--- config.mk ---
export PLATFORM = sky130hd
export DESIGN_NAME = stream_rr_arbiter_flat
export DESIGN_NICKNAME = d
export VERILOG_FILES = /design/src/rtl/stream_rr_arbiter_if.sv /design/src/rtl/stream_rr_arbiter.sv /design/src/flat_wrapper.sv
export SDC_FILE = /design/constraint.sdc
export NUM_CORES = 1
export LEC_CHECK = 0
export ABC_AREA = 0
export BUFFER_PORTS_ARGS = -buffer_cell sky130_fd_sc_hd__buf_2
export CORE_MARGIN = 2
export CORE_UTILIZATION = 40
export CTS_CLUSTER_SIZE = 10
export DETAILED_ROUTE_END_ITERATION = 7
export GPL_TIMING_DRIVEN = 0
export PLACE_DENSITY = 0.72
export SLEW_MARGIN = 20
export SYNTH_ARGS = -nofsm -noshare
export SYNTH_HDL_FRONTEND = slang
export SYNTH_SLANG_ARGS = --single-unit
--- constraint.sdc ---
create_clock -name clock -period 2 [get_ports clock]
set_clock_uncertainty 0.15 [all_clocks]
set_input_delay 0.3 -clock clock [delete_from_list [all_inputs] [get_ports clock]]
set_output_delay 0.3 -clock clock [all_outputs]
set_load 0.02 [all_outputs]
--- src/rtl/stream_rr_arbiter_if.sv ---
// Source-side and stream-side signals of stream_rr_arbiter; slave = arbiter, master = surrounding logic.
// ARB_STATS_EN adds the per-source grant counter bus.
interface stream_rr_arbiter_if #(
  parameter int DATA_WIDTH = 12,
  parameter int NUM_SRC    = 4
);
  localparam int ID_W = (NUM_SRC > 1) ? $clog2(NUM_SRC) : 1;

  logic [NUM_SRC*DATA_WIDTH-1:0] src_data_in;
  logic [NUM_SRC-1:0]            src_valid_in;
  logic [NUM_SRC-1:0]            src_ready_out;
  logic                          dst_ready_in;
  logic [DATA_WIDTH-1:0]         data_out;
  logic                          datavalid_out;
  logic [ID_W-1:0]               src_id_out;
  logic                          busy_out;
`ifdef ARB_STATS_EN
  logic [NUM_SRC*16-1:0]         grant_cnt_out;

  modport slave (
    input  src_data_in, src_valid_in, dst_ready_in,
    output src_ready_out, data_out, datavalid_out, src_id_out, busy_out, grant_cnt_out
  );
  modport master (
    output src_data_in, src_valid_in, dst_ready_in,
    input  src_ready_out, data_out, datavalid_out, src_id_out, busy_out, grant_cnt_out
  );
`else
  modport slave (
    input  src_data_in, src_valid_in, dst_ready_in,
    output src_ready_out, data_out, datavalid_out, src_id_out, busy_out
  );
  modport master (
    output src_data_in, src_valid_in, dst_ready_in,
    input  src_ready_out, data_out, datavalid_out, src_id_out, busy_out
  );
`endif
endinterface

--- src/rtl/stream_rr_arbiter.sv ---
// Round-robin burst arbiter: NUM_SRC valid/ready sources onto one registered stream, 1-cycle latency;
// dst_ready_in low stalls the granted source. `ARB_STATS_EN adds saturating per-source word counters.
module stream_rr_arbiter #(
  parameter int DATA_WIDTH = 12,
  parameter int NUM_SRC    = 4,
  parameter int BURST_LEN  = 4
) (
  input logic                clock,
  input logic                reset,
  stream_rr_arbiter_if.slave bus
);

  localparam int IDW = (NUM_SRC > 1) ? $clog2(NUM_SRC) : 1;
  localparam int CW  = (BURST_LEN > 1) ? $clog2(BURST_LEN) : 1;

  typedef enum logic {IDLE, GRANT} state_e;

  state_e                state_q, state_d;
  logic [IDW-1:0]        ptr_q, ptr_d;
  logic [IDW-1:0]        grant_q, grant_d;
  logic [CW-1:0]         burst_q, burst_d;
  logic [DATA_WIDTH-1:0] data_q, data_d;
  logic                  vld_q, vld_d;
  logic [IDW-1:0]        id_q, id_d;

  logic [IDW-1:0]        pick_idx;
  logic [IDW-1:0]        grant_nxt;
  logic                  gnt_vld;
  logic [DATA_WIDTH-1:0] gnt_word;
  logic [NUM_SRC-1:0]    src_rdy;
  logic                  xfer;

  function automatic logic [IDW-1:0] rr_idx(input logic [IDW-1:0] base, input int off);
    int s;
    s = int'(base) + off;
    if (s >= NUM_SRC) s = s - NUM_SRC;
    return IDW'(s);
  endfunction

  // Scan from the farthest offset back to ptr so the closest valid source wins.
  always_comb begin
    pick_idx = '0;
    for (int k = NUM_SRC - 1; k >= 0; k--) begin
      if (bus.src_valid_in[rr_idx(ptr_q, k)]) pick_idx = rr_idx(ptr_q, k);
    end
  end

  always_comb begin
    gnt_vld  = 1'b0;
    gnt_word = '0;
    src_rdy  = '0;
    for (int i = 0; i < NUM_SRC; i++) begin
      if (grant_q == IDW'(i)) begin
        gnt_vld  = bus.src_valid_in[i];
        gnt_word = bus.src_data_in[i*DATA_WIDTH +: DATA_WIDTH];
      end
      src_rdy[i] = (state_q == GRANT) && (grant_q == IDW'(i)) && bus.dst_ready_in;
    end
  end

  assign grant_nxt = (grant_q == IDW'(NUM_SRC - 1)) ? '0 : grant_q + IDW'(1);
  assign xfer      = (state_q == GRANT) && bus.dst_ready_in && gnt_vld;

  always_comb begin
    state_d = state_q;
    ptr_d   = ptr_q;
    grant_d = grant_q;
    burst_d = burst_q;
    data_d  = data_q;
    id_d    = id_q;
    vld_d   = xfer;
    if (xfer) begin
      data_d = gnt_word;
      id_d   = grant_q;
    end
    case (state_q)
      IDLE: begin
        if (|bus.src_valid_in) begin
          grant_d = pick_idx;
          burst_d = '0;
          state_d = GRANT;
        end
      end
      GRANT: begin
        // A source dropping valid releases the grant even while downstream stalls.
        if (!gnt_vld) begin
          state_d = IDLE;
          ptr_d   = grant_nxt;
        end else if (bus.dst_ready_in) begin
          burst_d = burst_q + CW'(1);
          if (burst_q == CW'(BURST_LEN - 1)) begin
            state_d = IDLE;
            ptr_d   = grant_nxt;
          end
        end
      end
      default: state_d = IDLE;
    endcase
  end

  always_ff @(posedge clock) begin
    if (reset) begin
      state_q <= IDLE;
      ptr_q   <= '0;
      grant_q <= '0;
      burst_q <= '0;
      data_q  <= '0;
      vld_q   <= 1'b0;
      id_q    <= '0;
    end else begin
      state_q <= state_d;
      ptr_q   <= ptr_d;
      grant_q <= grant_d;
      burst_q <= burst_d;
      data_q  <= data_d;
      vld_q   <= vld_d;
      id_q    <= id_d;
    end
  end

  assign bus.src_ready_out = src_rdy;
  assign bus.data_out      = data_q;
  assign bus.datavalid_out = vld_q;
  assign bus.src_id_out    = id_q;
  assign bus.busy_out      = (state_q == GRANT);

`ifdef ARB_STATS_EN
  logic [NUM_SRC-1:0][15:0] cnt_q, cnt_d;

  always_comb begin
    cnt_d = cnt_q;
    for (int i = 0; i < NUM_SRC; i++) begin
      if (xfer && (grant_q == IDW'(i)) && (cnt_q[i] != 16'hFFFF)) cnt_d[i] = cnt_q[i] + 16'd1;
    end
  end

  always_ff @(posedge clock) begin
    if (reset) cnt_q <= '0;
    else       cnt_q <= cnt_d;
  end

  assign bus.grant_cnt_out = cnt_q;
`endif

endmodule

--- src/flat_wrapper.sv ---
// flat-port wrapper written by rule: the top's interface ports become plain ports
module stream_rr_arbiter_flat 
#(
  parameter int DATA_WIDTH = 12,
  parameter int NUM_SRC    = 4,
  parameter int BURST_LEN  = 4
)
  (clock, reset, bus_src_data_in, bus_src_valid_in, bus_dst_ready_in, bus_src_ready_out, bus_data_out, bus_datavalid_out, bus_src_id_out, bus_busy_out);
  stream_rr_arbiter_if #(.DATA_WIDTH(DATA_WIDTH), .NUM_SRC(NUM_SRC)) bus_i ();
  input logic clock;
  input logic reset;
  input wire logic [$bits(bus_i.src_data_in)-1:0] bus_src_data_in;
  input wire logic [$bits(bus_i.src_valid_in)-1:0] bus_src_valid_in;
  input wire logic [$bits(bus_i.dst_ready_in)-1:0] bus_dst_ready_in;
  output wire logic [$bits(bus_i.src_ready_out)-1:0] bus_src_ready_out;
  output wire logic [$bits(bus_i.data_out)-1:0] bus_data_out;
  output wire logic [$bits(bus_i.datavalid_out)-1:0] bus_datavalid_out;
  output wire logic [$bits(bus_i.src_id_out)-1:0] bus_src_id_out;
  output wire logic [$bits(bus_i.busy_out)-1:0] bus_busy_out;
  assign bus_i.src_data_in = bus_src_data_in;
  assign bus_i.src_valid_in = bus_src_valid_in;
  assign bus_i.dst_ready_in = bus_dst_ready_in;
  assign bus_src_ready_out = bus_i.src_ready_out;
  assign bus_data_out = bus_i.data_out;
  assign bus_datavalid_out = bus_i.datavalid_out;
  assign bus_src_id_out = bus_i.src_id_out;
  assign bus_busy_out = bus_i.busy_out;
  stream_rr_arbiter #(.DATA_WIDTH(DATA_WIDTH), .NUM_SRC(NUM_SRC), .BURST_LEN(BURST_LEN)) u_core (.clock(clock), .reset(reset), .bus(bus_i));
endmodule
==> results.sh <==
export IMPL_status="finished with violations"
export IMPL_violations="setup timing"
export IMPL_die_area_mm2=0.00427
export IMPL_vias=1619
export IMPL_crit_chain="inv_1, ha_2, or3b_1, and4_4, nand2_4, mux2_2"
export IMPL_endpoint_kind="register"
export IMPL_fin_crit_ns=2.01
export IMPL_final_cell_mix="buf_2, dfxtp_1, a21oi_1"
export IMPL_netlist_area_mm2=0.00151
export IMPL_clkTransAtPathRegs_ns=0.08
export IMPL_fin_setup_tns_ns=-0.0131
export IMPL_vias_per_cell=5.27
export IMPL_startpoint_type="register"
export IMPL_tightest_slew_ns=0.497
export IMPL_clk_insertion_delay_late_ns=0.26
export IMPL_drcViolationCount=0
export IMPL_dp_slack_ns=-0.0500
export IMPL_grt_max_degree=12
export IMPL_finalCritPeriodShare_pct=101
export IMPL_ys_types=38
export IMPL_cp_data_arrival_time_ns=2.02
export IMPL_p_leak_nw=1.01
export IMPL_r2r_slack_ns=-0.01
export IMPL_grt_pass1_vias=1369
export IMPL_die_x_um=65.3
export IMPL_min_path_type="primary input to register"
export IMPL_cp_num_buf_inv=1
export IMPL_io_buffers=73
export IMPL_hold_viol=0
export IMPL_clkSinkCount=22
export IMPL_holdBufCountCts=0
export IMPL_routed_wl_mm=4.18
export IMPL_rsz0062_at_grt="true"
export IMPL_floorplan_initialDensity_pct=41.4
export IMPL_cts_root_buf="clkbuf_8"
export IMPL_maxCapViolations=0
export IMPL_rows=22
export IMPL_cts_tree="built"
export IMPL_finalSetupViolCount=1
export IMPL_syn_mean_instance_area_um2=8.32
export IMPL_nets=321
export IMPL_drive_gt1_share_pct=37.8
export IMPL_h_tree_depth=1
export IMPL_path_class="register to register"
export IMPL_synth_seq_cells=22
export IMPL_n_antenna_cell=0
export IMPL_overflow=0
export IMPL_coreArea_mm2=0.00363
export IMPL_cts_inserted_buffers=3
export IMPL_ios=75
export IMPL_fmax_mhz=497
export IMPL_peakVddDrop_uv=248
export IMPL_antenna_found_initial=0
export IMPL_drt_pre_antenna_iters=4
export IMPL_critPathSlowestCell="or3b_1"
export IMPL_slew_violations=0
export IMPL_synth_fp_nets=241
export IMPL_critPathMaxFanout=8
export IMPL_grt_pass1_wl_mm=6.58
export IMPL_syn2layout_area_growth_pct=35.2
export IMPL_track_usage_pct=19.9
export IMPL_ant_nets=0
export IMPL_yosys_warnings=0
export IMPL_hpwl_mm=3.10
export IMPL_die_height_um=65.3
export IMPL_drtIter0Drc=112
export IMPL_cts_path_max_buffers=2
export IMPL_synthCells=181
export IMPL_gp_congestion=0.802
export IMPL_whs_ns=0.261
export IMPL_ys_seq_area_share_pct=29.3
export IMPL_slew_headroom_pct=66.8
export IMPL_fin_ws_ns=-0.0131
export IMPL_post_drt_wl_per_cell_um=13.6
export IMPL_slowest_delay_ns=0.38
export IMPL_worst_ep_required_time_ns=2.01
export IMPL_final_common_cell="buf_2"
export IMPL_powerDensity_mw_per_mm2=576
export IMPL_cp_top_family="simple AND/OR/NAND/NOR gates"
-- state kept, by name, indices dropped and copies added (netlist names) --
register and flops:
u_core.bus.data_out 12, u_core.burst_q 2, u_core.bus.src_id_out 2, u_core.bus.datavalid_out 1, u_core.grant_q 2, u_core.ptr_q 2
u_core.bus.busy_out 1
-- final timing paths --
kind / start / end / depth (start not counted)
max reg2reg: u_core.grant_q[0]$_SDFFE_PP0P_ / u_core.bus.data_out[11]$_SDFFE_PP0P_ / 6
min reg2reg: u_core.bus.data_out[5]$_SDFFE_PP0P_ / u_core.bus.data_out[5]$_SDFFE_PP0P_ / 2
max: u_core.grant_q[0]$_SDFFE_PP0P_ / u_core.bus.data_out[11]$_SDFFE_PP0P_ / 6
min: bus_src_data_in[4] / u_core.bus.data_out[4]$_SDFFE_PP0P_ / 4
-- stage by stage --
step	instances	area, um2	power, mW	utilization (%)
floorplan	181	1510	0.746	-
global placement	302	1930	0.869	53.1
detailed placement	302	1930	0.873	53.1
CTS	305	2000	1.16	55.0
global route	307	2030	1.25	56.0
finish	307	2030	1.17	56.0
-- metal layers --
| layer | GRT usage, % | part of all wire, % | vias to the layer above |
|---|---|---|---|
| li1 | - | - | 829 |
| met1 | 28.3 | 45 | 737 |
| met2 | 31.0 | 49 | 48 |
| met3 | 2.74 | 5.1 | 5 |
| met4 | 6.25 | 1.2 | 0 |
| met5 | 0 | 0 | - |
-- cell families after synthesis --
family / synth area share, %
compound gates: 23.8
fa+ha+maj: 4.16
buf+inv: 6.73
flops: 29.3
mux: 9.48
simple gates: 26.6
-- power breakdown --
group	internal [mW]	switching (mW)
Sequential	0.464	0.0178
Clock	0.134	0.141
Combinational	0.202	0.212
Total	0.801	0.371
-- area by class of cell --
cell class | count | area, um2
fillers | 365 | 1600
multi-input cells | 138 | 975
flip-flops and latches | 22 | 445
repair buffers | 75 | 380
plain buffers | 14 | 106
well taps | 48 | 60.1
clock buffers | 3 | 41.3
inverters | 7 | 26.3
-- cells in the mapped netlist --
| cell type | count | area, um2 |
|---|---|---|
| nor2b_1 | 4 | 25.0 |
| nor3_1 | 3 | 15.0 |
| o221ai_1 | 1 | 8.76 |
| a211oi_1 | 2 | 15.0 |
| nand2_1 | 7 | 26.3 |
| clkbuf_1 | 8 | 30.0 |
| ha_1 | 5 | 62.6 |
| nand3_1 | 3 | 15.0 |
| and3_2 | 1 | 7.51 |
| and2_1 | 2 | 12.5 |
| or3b_1 | 1 | 8.76 |
| a221oi_1 | 2 | 17.5 |
| or2b_1 | 1 | 7.51 |
| o21ai_0 | 5 | 25.0 |
| mux2i_1 | 12 | 120 |
| dfxtp_1 | 22 | 440 |
| nand3b_1 | 11 | 82.6 |
| nor2_1 | 5 | 18.8 |
| and4_4 | 1 | 11.3 |
| or4_1 | 1 | 7.51 |
| or3_1 | 1 | 6.26 |
| buf_2 | 5 | 25.0 |
| and3_1 | 3 | 18.8 |
| or4b_1 | 1 | 10.0 |
| nor3b_1 | 1 | 7.51 |
| o211ai_1 | 2 | 15.0 |
| nand2b_2 | 1 | 8.76 |
| or2_2 | 1 | 6.26 |
| nand2_4 | 1 | 11.3 |
| a21oi_1 | 19 | 95.1 |
| o22ai_1 | 11 | 68.8 |
| inv_1 | 7 | 26.3 |
| buf_12 | 1 | 20.0 |
| o21bai_1 | 1 | 7.51 |
| a211o_1 | 12 | 105 |
| mux2_2 | 2 | 22.5 |
| nand4_1 | 1 | 6.26 |
| nand2b_1 | 14 | 87.6 |
-- what timing repair did --
item | 4_1_cts | 5_1_grt
gates resized for setup | 9 | 8
endpoints found under the setup margin | 14 | 16
pin swaps | 0 | 1
setup buffers | 0 | 2
-- worst reg2reg max path: stages, from the launching register on --
cell and delay (ns):
dfxtp_2 0.36, inv_1 0.09, ha_2 0.27, or3b_1 0.39, and4_4 0.22, nand2_4 0.10, mux2_2 0.34
Power figures use the tool's default switching activity.
